<file path="config.mk">
export PLATFORM = sky130hd
export DESIGN_NAME = load_store_unit
export DESIGN_NICKNAME = d
export VERILOG_FILES = /design/src/rtl/load_store_unit.sv
export SDC_FILE = /design/constraint.sdc
export NUM_CORES = 1
export LEC_CHECK = 0
export ABC_CLOCK_PERIOD_IN_PS = 2750
export CORE_MARGIN = 1
export CORE_UTILIZATION = 35
export DETAILED_ROUTE_END_ITERATION = 6
export GPL_TIMING_DRIVEN = 0
export PLACE_DENSITY = 0.68
export SLEW_MARGIN = 15
export SYNTH_ARGS = -nofsm -noshare
export SYNTH_HDL_FRONTEND = slang
export SYNTH_SLANG_ARGS = --single-unit
</file>
<file path="constraint.sdc">
create_clock -name i_clk -period 2.75 [get_ports i_clk]
set_clock_uncertainty 0.2 [all_clocks]
set_input_delay 0.825 -clock i_clk [delete_from_list [all_inputs] [get_ports i_clk]]
set_output_delay 0.825 -clock i_clk [all_outputs]
set_load 0.01 [all_outputs]
</file>
<file path="src/rtl/load_store_unit.sv">
// ---------------------------------------------------------------------------
// load_store_unit
// Multi-cycle memory-access stage between execute and writeback. It accepts
// one load or store at a time and drives a word-wide data-memory port with
// byte enables. It waits for the memory acknowledge, then returns
// aligned and extended load data together with the destination register.
//
// Ports
//   i_clk, i_rstd        clock, synchronous active-low reset
//   i_req_valid          execute presents an operation
//   o_req_ready          unit is idle and can accept an operation
//   i_op                 [3]=store, [2]=unsigned load, [1:0]=size
//                        (00 byte, 01 half, 11 word, 10 illegal)
//   i_addr, i_wdata, i_rd  byte address, right-aligned store data, load dest
//   o_mem_req/we/be/addr/wdata  data-memory request port (held during access)
//   i_mem_ack, i_mem_rdata      memory completion and read word
//   o_done               one-cycle completion pulse
//   o_ld_data, o_ld_wra  extended load data and reg_file write address
//                        (both zero for stores and errors)
//   o_err                with o_done: misaligned, illegal size or timeout
// ---------------------------------------------------------------------------
module load_store_unit #(
    parameter int TIMEOUT = 16
) (
    input  logic        i_clk,
    input  logic        i_rstd,
    input  logic        i_req_valid,
    output logic        o_req_ready,
    input  logic [3:0]  i_op,
    input  logic [31:0] i_addr,
    input  logic [31:0] i_wdata,
    input  logic [4:0]  i_rd,
    output logic        o_mem_req,
    output logic        o_mem_we,
    output logic [3:0]  o_mem_be,
    output logic [31:0] o_mem_addr,
    output logic [31:0] o_mem_wdata,
    input  logic        i_mem_ack,
    input  logic [31:0] i_mem_rdata,
    output logic        o_done,
    output logic [31:0] o_ld_data,
    output logic [4:0]  o_ld_wra,
    output logic        o_err
);

    typedef enum logic [1:0] {S_IDLE, S_ACCESS, S_RESP} state_t;

    state_t      r_state;
    logic [3:0]  r_op;
    logic [1:0]  r_off;
    logic [4:0]  r_rd;
    logic [7:0]  r_cnt;

    logic        w_bad;
    logic [3:0]  w_be;
    logic [31:0] w_wdata;

    // Select the addressed lane(s) of the read word and extend to 32 bits.
    function automatic logic [31:0] f_extract(input logic [3:0]  op,
                                              input logic [1:0]  off,
                                              input logic [31:0] rdata);
        logic [31:0]        sh;
        logic signed [7:0]  b;
        logic signed [15:0] h;
        logic [31:0]        res;
        sh = rdata >> {off, 3'b000};
        b  = sh[7:0];
        h  = off[1] ? rdata[31:16] : rdata[15:0];
        case (op[1:0])
            2'b00:   res = op[2] ? {24'd0, b} : 32'(b);
            2'b01:   res = op[2] ? {16'd0, h} : 32'(h);
            default: res = rdata;
        endcase
        return res;
    endfunction

    always_comb begin
        w_bad   = 1'b0;
        w_be    = 4'b1111;
        w_wdata = i_wdata;
        case (i_op[1:0])
            2'b00: begin
                w_be    = 4'b0001 << i_addr[1:0];
                w_wdata = {4{i_wdata[7:0]}};
            end
            2'b01: begin
                w_bad   = i_addr[0];
                w_be    = 4'b0011 << i_addr[1:0];
                w_wdata = {2{i_wdata[15:0]}};
            end
            2'b10:   w_bad = 1'b1;
            default: w_bad = (i_addr[1:0] != 2'b00);
        endcase
    end

    always_ff @(posedge i_clk) begin
        if (!i_rstd) begin
            r_state     <= S_IDLE;
            r_op        <= '0;
            r_off       <= '0;
            r_rd        <= '0;
            r_cnt       <= '0;
            o_req_ready <= 1'b1;
            o_mem_req   <= 1'b0;
            o_mem_we    <= 1'b0;
            o_mem_be    <= '0;
            o_mem_addr  <= '0;
            o_mem_wdata <= '0;
            o_done      <= 1'b0;
            o_ld_data   <= '0;
            o_ld_wra    <= '0;
            o_err       <= 1'b0;
        end else begin
            case (r_state)
                S_IDLE: begin
                    o_done    <= 1'b0;
                    o_err     <= 1'b0;
                    o_ld_data <= '0;
                    o_ld_wra  <= '0;
                    if (i_req_valid) begin
                        r_op        <= i_op;
                        r_off       <= i_addr[1:0];
                        r_rd        <= i_rd;
                        r_cnt       <= '0;
                        o_req_ready <= 1'b0;
                        if (w_bad) begin
                            // Rejected without touching memory.
                            r_state <= S_RESP;
                            o_done  <= 1'b1;
                            o_err   <= 1'b1;
                        end else begin
                            r_state     <= S_ACCESS;
                            o_mem_req   <= 1'b1;
                            o_mem_we    <= i_op[3];
                            o_mem_be    <= w_be;
                            o_mem_addr  <= {i_addr[31:2], 2'b00};
                            o_mem_wdata <= w_wdata;
                        end
                    end
                end
                S_ACCESS: begin
                    // Ack is tested first so it wins over a same-cycle timeout.
                    if (i_mem_ack) begin
                        r_state     <= S_RESP;
                        o_mem_req   <= 1'b0;
                        o_mem_we    <= 1'b0;
                        o_mem_be    <= '0;
                        o_mem_addr  <= '0;
                        o_mem_wdata <= '0;
                        o_done      <= 1'b1;
                        o_err       <= 1'b0;
                        o_ld_data   <= r_op[3] ? '0 : f_extract(r_op, r_off, i_mem_rdata);
                        o_ld_wra    <= r_op[3] ? '0 : r_rd;
                    end else if (r_cnt == 8'(TIMEOUT - 1)) begin
                        r_state     <= S_RESP;
                        o_mem_req   <= 1'b0;
                        o_mem_we    <= 1'b0;
                        o_mem_be    <= '0;
                        o_mem_addr  <= '0;
                        o_mem_wdata <= '0;
                        o_done      <= 1'b1;
                        o_err       <= 1'b1;
                    end else begin
                        r_cnt <= r_cnt + 8'd1;
                    end
                end
                default: begin
                    r_state     <= S_IDLE;
                    o_req_ready <= 1'b1;
                    o_done      <= 1'b0;
                    o_err       <= 1'b0;
                    o_ld_data   <= '0;
                    o_ld_wra    <= '0;
                end
            endcase
        end
    end

endmodule

</file>
# Word level (Yosys, flattened, before mapping)

Cells that the tools add are included.

$add $sub $neg: 1
Equality and inequality tests: 10
Shifts and indexed selects: 3
Mux-type cells: 48
Bitwise operators: 1
Reduce and logical (&&, ||, !) cells: 11

Operator list:

| kind                | number |
|---|---|
| $mux 32             | 9 |
| $pmux 32 s2         | 4 |
| $shr 32x5->8        | 1 |
| $mux 8              | 3 |
| $mux 16             | 1 |
| $mux 4              | 4 |
| $pmux 4 s2          | 2 |
| $pmux 8 s2          | 1 |
| $mux 1              | 12 |
| $pmux 1 s2          | 5 |
| $add 8x1->8 const B | 1 |
| $eq 8x4->1 const B  | 1 |
| $mux 2              | 4 |
| $ne 2x2->1 const B  | 4 |
| $reduce_and 2->1    | 4 |
| $reduce_and 4->1    | 2 |
| $eq 2x1->1 const B  | 3 |
| $logic_not 2->1     | 3 |
| $mux 5              | 1 |
| $pmux 2 s2          | 1 |
| $reduce_bool 2->1   | 2 |
| $shl 1x2->4 const A | 1 |
| $shl 2x2->4 const A | 1 |
| $ne 3x3->1 const B  | 1 |
| 3 further kinds     | 3 |

Flip-flop bits (word level): 131
Bits of input ports: 109
Output and inout port bits: 110
Logic and storage cells: 89

# Logic depth before layout (Yosys ltp)

Word-level depth: 5
Mapped depth: 8
Gate-level depth less buffers: 5

# Worst setup path after synthesis

OpenSTA, ideal clock, no wires.

Path kind: input to register
Start point: input port i_rstd
End point: register o_mem_wdata[14]
Library setup time: 0.070 ns
Arrival: 2.157 ns
Required time: 2.480 ns
Setup slack: 0.323 ns
Stages: 7
Path buffers: 3
Path through: buf_2 -> nand2b_1 -> or3_1 -> or2_2 -> clkbuf_1 -> buf_2 -> o2bb2ai_1

RTL lines:

| item                   | RTL line | text |
|---|---|---|
| start: declaration     | 26       | `input logic i_rstd,` |
| end signal: assignment | 137      | `o_mem_wdata <= w_wdata;` |
| end: declaration       | 37       | `output logic [31:0] o_mem_wdata,` |

# Final worst setup path

Start point: input port i_mem_ack
End point: register o_mem_wdata[22]

Word-level cells in the longest chain between the ends: 2
Elaborated cells on any way between the ends: 4
Those cells by class: eq/ne: 1; mux: 2; reduce/logical: 1

Ends and longest elaborated chain:

| item                                                                    | RTL line | text |
|---|---|---|
| start: declaration                                                      | 38       | `input logic i_mem_ack,` |
| $ne 3x3->1 (no source line) / $mux 32 (equally long branches)           | -        |  |
| $reduce_and 4->1 (no source line) / $pmux 32 s2 (equally long branches) | -        |  |

Parallel ways exist; a longest one is shown, timed or not.
A chain may end at the register's enable or synchronous reset.

==> results.md <==
* Vias per std cell at 5.31
* Critical Path Fanout Max at 10
* Post-synthesis sequential area ratio at around 50%
* Crit path from: i_mem_ack
* Synth Register Bits at around 130
* Leading area contributor after synthesis: dfxtp_1
* Core ar. at 14600 um^2
* Rows at 44
* Final hold vios at 0
* Hold_sp: o_mem_req
* Filler instances at around 1300
* Placer Congestion at between 0.8 and 0.9
* CTS Sinks at between 100 and 150
* Max_slew headroom at about two fifths
* Worst-Skew Late Latency at between 0.4 and 0.5 ns
* CTS tree: built
* Share of layout cells above drive strength 1 at 10.3%
* Total I/O pin count at around 220
* Leakage power at about 3.2 nW
* CP startpoint kind: primary input
* Drt pass-1 iters at 7
* Worst Hold End: o_mem_req
* Vias at 5110
* Gate Count Post-Synth at 530
* DRC at 36
* Post-layout minimum cycle time at 2.68 ns
* Reg-to-reg slack, setup at approximately 0.48 ns
* Mapped cell area at between 5000 and 6000 um^2
* Die area at around 16000 um^2
* Final Max Slew Viols at 0
* Post-synth EDFFs at 0
* Htree depth at 4
* Hold path cells at 1
* Failing checks: DRC
* Clk buf depth at 2
* Initial antenna violation count at 0
* Root Buffer: clkbuf_16
* Least-Margin Pin Slew at around 0.92 ns
* CP Class: primary input to flop
* Hold buffer count at CTS at 0
* Final period util at 97.4%
* DP Wirelength at between 10000 and 15000 um
* Total congestion overflow at 0
* Drt wl/cell at between 15 and 20 um
* Yosys cell types at 50
* Fmax at between 0.3 and 0.4 GHz
* Worst R2R End: o_ld_data[30]
* RSZ-0062 raised after global routing: yes
* Num CTS Buffers at 17
* Max Cap Viol at 0
* Syn avg cell area at 9.98 um^2
* Reg2Reg Depth at 8
* Number of port buffers at roughly 210
* Post-synth ARST share at 0%
* Commonest non-fill, non-tap cell in the layout: clkdlybuf4s50_1
* Initial drt markers at about 310
* Synth Flop Type: dfxtp_1
* CP endpoint kind: flop
* CP arrival at 2.82 ns
* Total wire length at roughly 17000 um
* TNS Setup at 0 ns
* Dominant cells by area after synthesis: dfxtp_1, a22o_1, mux2i_1
* Reg clk slew, reported paths at ~0.060 ns
* Global-route wire length before repair at approximately 27000 um
* Largest net degree at the start of global routing at 17
* # setup viols final at 0
* Fin util at 57.3%
* Status: finished with violations
* Die Wd at 125 um
* RR Startpoint: r_state[0]
* Vias in the first global route at about 5200
* Die Y at approximately 120 um
* Area growth syn-to-layout at 58.5%
* Ys Warns at 0
* Hold Path Class: flop to flop
* Top-area cell type share of the netlist area at 48.8%
* Diodes inserted at 0
* GRT Total Usage at around 22%
* Initial Utilization at 36.1%
* Worst Path Required at between 2 and 3 ns
* Maximum VDD drop at around 0.0004 V
* Layout Nets at 875
* PwrDens at between 600 and 700 nW/um^2
* Leading cell types in the layout, fill and taps excluded: clkdlybuf4s50_1, dfxtp_1, a22o_1
* Number of routed nets with antenna violations at 0
[cells by family after synthesis]
kind of cell             share of synthesized area [%]
AO/OA/AOI/OAI                                     25.3
XOR/XNOR                                         0.828
adder cells (fa/ha/maj)                          0.236
buffers and inverters                             4.47
flip-flops                                        48.8
multiplexers                                      8.21
other                                           0.0709
AND/OR/NAND/NOR                                   12.1
[cell type report]
class | count | area (um^2) | share of cell area (%)
sequential | 129 | 2580 | 30.8
tap | 184 | 230 | 2.75
multi-input combinational | 350 | 2510 | 29.9
inverter | 7 | 26.3 | 0.313
clock inverter | 11 | 200 | 2.39
clock buffer | 21 | 470 | 5.61
buffer | 45 | 218 | 2.60
timing repair buffer | 215 | 2150 | 25.6
[worst max-delay path: stages]
cell             delay [ns]
clkdlybuf4s50_1        0.42
clkbuf_1               0.25
nor3b_4                0.32
o21ai_4                0.15
o221ai_4               0.28
buf_4                  0.23
buf_4                  0.20
o2bb2ai_1              0.13
[routing by layer]
metal / GRT usage, % / vias to the layer above / part of all wire [%]
met4: 9.97 / 0 / 2.2
met5: 0 / - / 0
li1: - / 2443 / -
met1: 25.5 / 2415 / 41
met2: 36.9 / 224 / 47
met3: 8.90 / 28 / 9.3
[where the power goes]
part           switching [mW]  total (mW)  internal (mW)
combinational           0.352       0.767          0.416
clock                   0.837        2.53           1.69
sequential             0.0528        2.01           1.96
total                    1.24        5.30           4.06
[Yosys cell counts, types with 3 or more instances]
library cell	n
dfxtp_1	129
a22o_1	54
nand2_1	48
o21ai_0	36
mux2i_1	31
a21oi_1	23
clkbuf_1	20
nor2_1	19
nor2b_1	17
o2bb2ai_1	17
a221o_1	16
buf_2	15
nor3_1	9
a211oi_1	7
inv_1	7
mux2_2	7
nand2b_1	7
a222oi_1	5
buf_1	5
nand3_1	5
xor2_1	5
buf_4	4
a21o_1	3
[timing repair]
| action | 4_1_cts | 5_1_grt |
|---|---|---|
| setup buffers | 0 | 2 |
| setup endpoints to repair | 44 | 51 |
| pin swaps | 0 | 1 |
| endpoints found under the hold margin | 0 | 0 |
| gates resized for setup | 5 | 12 |
[stage by stage]
| step | area, um^2 | hold WS (ns) | std cells | setup slack [ns] | total power [mW] |
|---|---|---|---|---|---|
| after floorplan | 5300 | 0.237 | 531 | 0.323 | 2.38 |
| after global placement | 7660 | 0.241 | 928 | -0.570 | 2.79 |
| after detailed placement | 7660 | 0.244 | 928 | -0.541 | 2.80 |
| after CTS | 8350 | 0.258 | 960 | 0.0215 | 5.35 |
| after global routing | 8390 | 0.281 | 962 | -0.0452 | 5.50 |
| final | 8390 | 0.254 | 962 | 0.0727 | 5.30 |
[how the worst max path moves through the flow]
stage	endpoint	depth (start not counted)
floorplan	o_mem_wdata[14]	7
global route	o_mem_wdata[22]	8
detailed placement	o_ld_data[4]	7
global placement	o_mem_wdata[20]	8
finish	o_mem_wdata[22]	8
CTS	o_mem_wdata[22]	8
[sequential cells by signal, summed over array words and instances, names as in the netlist, 2 cells and up]
signal	cells
r_rd	5
o_mem_wdata	32
o_ld_wra	5
o_mem_addr	30
o_ld_data	32
r_state	2
r_op	4
r_cnt	8
r_off	2
o_mem_be	4
No activity file was read; power rests on OpenSTA's default activity.
